==> src/rtl/dev_bridge.sv <==
// CPU-to-device bridge: two timer windows plus an interrupt controller (PEND/MASK/VEC).
// Define DEV_BRIDGE_EDGE_EN for edge-triggered pending bits; the default build latches source levels.
module dev_bridge #(
  parameter logic [31:0] BASE = 32'h0000_7F00
) (
  input  logic        clk,
  input  logic        reset,
  input  logic        PrReq,
  input  logic [31:0] PrAddr,
  input  logic        PrWe,
  input  logic [31:0] PrWD,
  output logic [31:0] PrRD,
  output logic        PrReady,
  output logic        PrErr,
  output logic [1:0]  DEV_Addr,
  output logic [31:0] DEV_WD,
  output logic        We0,
  output logic        We1,
  input  logic [31:0] RD0,
  input  logic [31:0] RD1,
  input  logic        break0,
  input  logic        break1,
  input  logic [3:0]  ext_irq,
  output logic [5:0]  HWInt
);

  localparam int unsigned NSRC = 6;

  typedef enum logic [1:0] {S_IDLE, S_ACCESS, S_DONE} state_t;

  state_t            r_state;
  logic              r_we;
  logic              r_t0, r_t1, r_pnd, r_msk, r_vec;
  logic [NSRC-1:0]   r_pend;
  logic [NSRC-1:0]   r_mask;

  logic              w_base_hit;
  logic [3:0]        w_off;
  logic              w_t0, w_t1, w_pnd, w_msk, w_vec_hit;
  logic [NSRC-1:0]   w_src;
  logic [NSRC-1:0]   w_act;
  logic [2:0]        w_lo;
  logic [31:0]       w_vec;
  logic [31:0]       w_rdata;
  logic              w_unused;

  // Byte-lane bits are not decoded; word access only
  assign w_unused   = &{1'b0, PrAddr[1:0]};

  // Address decode on the live request, latched at acceptance
  assign w_base_hit = (PrAddr[31:6] == BASE[31:6]);
  assign w_off      = PrAddr[5:2];
  assign w_t0       = w_base_hit && (w_off[3:2] == 2'b00) && (w_off[1:0] != 2'b11);
  assign w_t1       = w_base_hit && (w_off[3:2] == 2'b01) && (w_off[1:0] != 2'b11);
  assign w_pnd      = w_base_hit && (w_off == 4'h8);
  assign w_msk      = w_base_hit && (w_off == 4'h9);
  assign w_vec_hit  = w_base_hit && (w_off == 4'hA);

  assign w_src = {ext_irq, break1, break0};
  assign w_act = r_pend & r_mask;
  assign HWInt = w_act;

  // Lowest-numbered active interrupt wins the vector
  always_comb begin
    w_lo = 3'd0;
    for (int k = NSRC - 1; k >= 0; k--) begin
      if (w_act[k]) w_lo = 3'(k);
    end
  end

  assign w_vec = {|w_act, 28'd0, w_lo};

  always_comb begin
    w_rdata = 32'd0;
    if (r_t0)       w_rdata = RD0;
    else if (r_t1)  w_rdata = RD1;
    else if (r_pnd) w_rdata = {26'd0, r_pend};
    else if (r_msk) w_rdata = {26'd0, r_mask};
    else if (r_vec) w_rdata = w_vec;
  end

  // Access FSM: IDLE -> ACCESS -> DONE, completion pulse leaving DONE
  always_ff @(posedge clk) begin
    if (reset) begin
      r_state  <= S_IDLE;
      r_we     <= 1'b0;
      r_t0     <= 1'b0;
      r_t1     <= 1'b0;
      r_pnd    <= 1'b0;
      r_msk    <= 1'b0;
      r_vec    <= 1'b0;
      r_mask   <= '0;
      PrRD     <= 32'd0;
      PrReady  <= 1'b0;
      PrErr    <= 1'b0;
      DEV_Addr <= 2'd0;
      DEV_WD   <= 32'd0;
      We0      <= 1'b0;
      We1      <= 1'b0;
    end else begin
      We0     <= 1'b0;
      We1     <= 1'b0;
      PrReady <= 1'b0;
      PrErr   <= 1'b0;
      case (r_state)
        S_IDLE: begin
          if (PrReq) begin
            r_state  <= S_ACCESS;
            r_we     <= PrWe;
            r_t0     <= w_t0;
            r_t1     <= w_t1;
            r_pnd    <= w_pnd;
            r_msk    <= w_msk;
            r_vec    <= w_vec_hit;
            DEV_Addr <= PrAddr[3:2];
            DEV_WD   <= PrWD;
            We0      <= PrWe & w_t0;
            We1      <= PrWe & w_t1;
          end
        end
        S_ACCESS: begin
          r_state <= S_DONE;
          if (!r_we) PrRD <= w_rdata;
          if (r_we && r_msk) r_mask <= DEV_WD[NSRC-1:0];
        end
        S_DONE: begin
          r_state <= S_IDLE;
          PrReady <= 1'b1;
          PrErr   <= ~(r_t0 | r_t1 | r_pnd | r_msk | r_vec);
        end
        default: r_state <= S_IDLE;
      endcase
    end
  end

`ifdef DEV_BRIDGE_EDGE_EN
  logic [NSRC-1:0] r_hist;
  logic [NSRC-1:0] w_clr;

  assign w_clr = (r_state == S_ACCESS && r_we && r_pnd) ? DEV_WD[NSRC-1:0] : '0;

  // Rising edges set; W1C clears, but a coincident set wins
  always_ff @(posedge clk) begin
    if (reset) begin
      r_hist <= '0;
      r_pend <= '0;
    end else begin
      r_hist <= w_src;
      r_pend <= (r_pend & ~w_clr) | (w_src & ~r_hist);
    end
  end
`else
  // Level mode: pending bits mirror the sources every cycle
  always_ff @(posedge clk) begin
    if (reset) r_pend <= '0;
    else       r_pend <= w_src;
  end
`endif

endmodule

==> config.mk <==
export PLATFORM = sky130hd
export DESIGN_NAME = dev_bridge
export DESIGN_NICKNAME = d
export VERILOG_FILES = /design/src/rtl/dev_bridge.sv
export SDC_FILE = /design/constraint.sdc
export NUM_CORES = 1
export LEC_CHECK = 0
export CAP_MARGIN = 20
export CORE_UTILIZATION = 34
export CTS_CLUSTER_SIZE = 30
export DETAILED_ROUTE_END_ITERATION = 10
export PLACE_DENSITY = 0.86
export SYNTH_ARGS = -nofsm -noshare
export SYNTH_HDL_FRONTEND = slang
export SYNTH_SLANG_ARGS = --single-unit
==> constraint.sdc <==
create_clock -name clk -period 1.8 [get_ports clk]
set_clock_uncertainty 0.2 [all_clocks]
set_input_delay 0.36 -clock clk [delete_from_list [all_inputs] [get_ports clk]]
set_output_delay 0.36 -clock clk [all_outputs]
set_load 0.02 [all_outputs]
* Yosys cells after proc, flatten, opt, wreduce, memory -nomap -nowiden *
Cells that the tools add are included.

word-level totals
  bits in writable memories = 0
  bits in read-only memories = 0
  memories = 0
  word-level logic and storage cells = 67
  bits in registers = 90
  bits in latches = 0
  output and inout port bits = 76
  input port bits = 138

operators by class
  eq/ne operators = 9
  shift-type cells = 0
  bitwise logic cells = 12
  magnitude comparators = 0
  reduce and logical (&&, ||, !) cells = 16
  add/sub/neg operators = 0
  mux-type cells = 14
  multipliers = 0
  divide/modulo/power cells = 0

operators with widths
  cell                   count
  $mux W32               5
  $eq A26 B9 Y1 const B  1
  $mux W3                6
  $eq A4 B4 Y1 const B   3
  $logic_and A1 B1 Y1    8
  $and A6 B6 Y6          1
  $reduce_and A2 Y1      3
  $reduce_or A6 Y1       1
  $not A1 Y1             5
  $eq A2 B1 Y1 const B   2
  $logic_not A2 Y1       2
  $ne A2 B2 Y1 const B   2
  $or A1 B1 Y1           4
  $pmux W2 S2            1
  $reduce_or A3 Y1       1
  $and A1 B1 Y1          2
  $eq A2 B2 Y1 const B   1
  $mux W2                1
  $reduce_or A2 Y1       1
  $mux W1                1

* Longest topological paths before layout *
  word-level depth = 12
  mapped depth = 6
  depth with buffers taken out = 4

* Worst setup path before layout *
No wires, ideal clock.

  path type = in2reg
  start = in PrAddr[15]
  end = reg We0
  arrival = 1511 ps
  setup time = 79 ps
  slack = 11 ps
  path buffers = 0
  stages on the path = 4
  required time = 1521 ps
  cell sequence = or4b_1 -> nor4_2 -> nand4_1 -> nor3_1

on the way
  cells in the longest elaborated chain, start to end = 4

RTL lines
  element                           RTL line  source
  start: declaration                9         input logic [31:0] PrAddr,
  $eq A26 B9 Y1                     51        assign w_base_hit = (PrAddr[31:6] == BASE[31:6]);
  $logic_and A1 B1 Y1 (2 in a row)  53        assign w_t0 = w_base_hit && (w_off[3:2] == 2'b00) && (w_off[1:0] != 2'b11);
  $and A1 B1 Y1                     117       We0 <= PrWe & w_t0;
  end signal: assignment            117
  end: declaration                  17        output logic We0,

No other way between the ends.
A chain may end at the register's enable or synchronous reset.

* Final worst setup path *
  start = in PrAddr[14]
  end = reg We1

on the way
  cells in the longest elaborated chain, start to end = 4

RTL lines
  element                           RTL line  source
  $eq A26 B9 Y1                     51
  $logic_and A1 B1 Y1 (2 in a row)  54        assign w_t1 = w_base_hit && (w_off[3:2] == 2'b01) && (w_off[1:0] != 2'b11);
  $and A1 B1 Y1                     118       We1 <= PrWe & w_t1;
  end signal: assignment            118
  end: declaration                  18        output logic We1,

No other way between the ends.

==> flow_summary_export.csv <==
group,metric,value,unit
cells_and_area,drive_gt1_share,12.27,%
place,dp_hpwl,9.550,mm
setup_path,path_delay_family,"simple AND/OR/NAND/NOR gates",
setup_path,critPathMaxStageDelay,470,ps
clock_network,clk_latency,360,ps
setup_path,path_buf_inv,1,
global_route,grt_pass1_vias,4017,
place,portBuffers,211,
routing,vias,4076,
yosys,ys_ff_latch,90,
setup_path,cp.arrival,1850,ps
sta,maxSlewHeadroom,71.01,%
yosys,seq_area_frac_synth,50.30,%
place,place_congestion,0.8670,
clock_network,ctsLongestPathBuffers,2,
clock_network,cts-buffers-inserted,9,
routing,via_per_inst,5.173,
sta,finalSetupViolations,0,
global_route,grt_antenna_before_repair,0,
global_route,track_usage,22.55,%
sta,hold_viol_final,0,
setup_path,cp-start-kind,"input port",
routing,drt-pass1-iter-count,5,
sta,rsz0062_at_grt,"yes",
floorplan,fp.dieW,104.6,um
cells_and_area,postLayoutCellArea,0.006217,mm2
yosys,synth_top_area_share,50.30,%
floorplan,num_rows,37,
routing,wl_per_cell,15.84,um
yosys,synth_compound_area_share,18.51,%
cells_and_area,layout.nets,785,
setup_path,required,1870,ps
yosys,synth_top_area_cell,"dfxtp_1",
routing,drt_iter0_drc,205,
cells_and_area,area_growth,73.56,%
power,p_per_area,735.8,mW/mm2
yosys,syn_nets,559,
power,p_leak,2.730,nW
clock_network,htreeDepth,3,
yosys,async_reset_ff_share,0,%
yosys,netlist_instances,421,
cells_and_area,mostFrequentLayoutCells,"clkdlybuf4s50_1, dfxtp_1, nand2_1",
clock_network,cts.sinks,90,
run,max-cap-violations,0,
setup_path,worstSetupPathType,"input port to register",
routing,wirelength,12.48,mm
sta,worst_slew_pin_slew,432.6,ps
yosys,synth_area_per_cell,8.509,um2
routing,detail-route-antenna-nets,0,
global_route,grt_pass1_wl,19.44,mm
setup_path,cp-end-kind,"register",
sta,slew_violations,0,
sta,fin_hold_ws,167.7,ps
routing,drc,0,
yosys,synthFlopType,"dfxtp_1",
yosys,synth-simple-area-share,25.60,%
clock_network,post_cts_buffers,0,
place,place_area,0.006017,mm2
min_path,hold_class,"input port to register",
yosys,synth_edf_count,0,
setup_path,cp_max_fo,4,
sta,period_needed,1775,ps
cells_and_area,fillers,893,
sta,max_freq,0.5633,GHz
cells_and_area,mostFrequentLayoutCell,"clkdlybuf4s50_1",
yosys,synth_xor_area_share,0,%
clock_network,cts_root_buffer,"clkbuf_8",
floorplan,core_region_area,0.01028,mm2
yosys,synth_top_family_by_area,"simple AND/OR/NAND/NOR gates",
global_route,grt_max_degree,43,
yosys,synth_mux_area_share,1.677,%
clock_network,cts_tree,"built",
power,peakVddDrop,0.4643,mV
floorplan,boundaryPins,214,
yosys,yosysWarnings,0,
clock_network,holdBufCountCts,0,
sta,period_share,98.62,%
setup_path,path_cells,"clkdlybuf4s15_1, or4b_4, nor4_4, nand4_1, nor3_1",
floorplan,die_h,104.6,um
yosys,synth_cell_types,42,
floorplan,dieArea,0.01095,mm2
outcome,outcome,"completed",
setup_path,crit_slowest_cell,"or4b_4",
clock_network,cts.clk_slew.worst_paths,100,ps
yosys,ys_top_cells_by_area,"dfxtp_1, nand2_1, a221oi_1, a21oi_1, nor2_1",
cells_and_area,num_antenna_cells,0,
global_route,gr-total-overflow,0,
yosys,synthesis.area,0.003582,mm2
yosys,synth_fa_ha_area_share,0,%
floorplan,initial_utilization,34.86,%
-- report_power, final --
group | internal [mW] | total, mW | switching (mW)
Combinational | 0.463 | 0.865 | 0.402
Clock | 0.822 | 1.56 | 0.740
Sequential | 2.09 | 2.15 | 0.0557
-- routing by layer --
layer / share of wire, % / wire (um) / up-vias / track usage (%)
li1: - / - / 1953 / -
met1: 39 / 4883 / 1916 / 24.69
met2: 51 / 6316 / 189 / 41.11
met3: 8.7 / 1088 / 18 / 6.363
met4: 1.5 / 190 / 0 / 8.451
met5: 0 / 0 / - / 0
-- state kept, by name, indices dropped and copies added (netlist names) --
signal and count:
r_vec 1, r_pend 6, DEV_Addr 2, r_msk 1
DEV_WD 32, r_t0 1, PrRD 32, We1 1
We0 1, PrErr 1, r_state 2, r_mask 6
PrReady 1, r_pnd 1, r_t1 1, r_we 1
-- metrics by stage --
stage          worst slack (ps)  cells  utilization (%)  power [mW]  TNS [ps]
6_report                  24.80    788            60.49       4.574         0
5_1_grt                  -16.38    788            60.49       4.787    -18.94
4_1_cts                  0.3733    788            60.21       4.624         0
3_5_place_dp             -683.2    772            58.55       3.113    -11930
3_3_place_gp             -594.8    772            58.55       3.086    -10070
2_1_floorplan             10.63    421                -       2.533         0
-- final timing paths --
| check | start | endpoint | slack (ps) | depth (start not counted) |
|---|---|---|---|---|
| hold / removal | reset | DEV_WD[4] | 170 | 2 |
| setup / recovery | PrAddr[14] | We1 | 20 | 5 |
| hold reg to reg | PrRD[5] | PrRD[5] | 260 | 2 |
| setup reg to reg | r_state[1] | PrRD[17] | 70 | 5 |
-- final cells by class --
class / count / area [um2] / area share, %
well taps: 136 / 170.2 / 2.737
multi-input cells: 296 / 1737 / 27.93
flip-flops and latches: 90 / 1805 / 29.04
inverters: 5 / 18.77 / 0.3019
clock buffers: 10 / 137.6 / 2.214
repair buffers: 245 / 2260 / 36.35
clock inverters: 6 / 88.84 / 1.429
-- Yosys cell counts (2+ instances only) --
master and n:
inv_1 5, nand2b_1 3, clkbuf_1 28, or3_1 2
nand3b_1 2, nor4_2 2, a22oi_1 5, nand3_1 2
or4_1 2, or4b_1 2, nor2_1 38, nor2b_1 9
a21oi_1 40, a311oi_1 2, o32ai_1 2, nand4_1 3
nor3b_1 4, dfxtp_1 90, o22ai_1 3, nor3_1 27
a211o_1 2, o21ai_0 8, a221o_1 2, nand2_1 83
a221oi_1 26, or3b_1 2, mux2i_1 6, nor4_1 2
nand4b_1 2, and2_1 5
-- cells by family (layout without fill, tap and decap cells) --
logic type	after synthesis	count (layout)
DFF	90	90
muxes	6	6
and+or+nand+nor	193	193
AOI/OAI and AO/OA	97	97
buffers and inverters	35	266
-- timing repair --
item,4_1_cts,5_1_grt
gates resized for setup,106,28
endpoints found under the setup margin,90,23
pin swaps,10,10
Power figures use the tool's default switching activity.
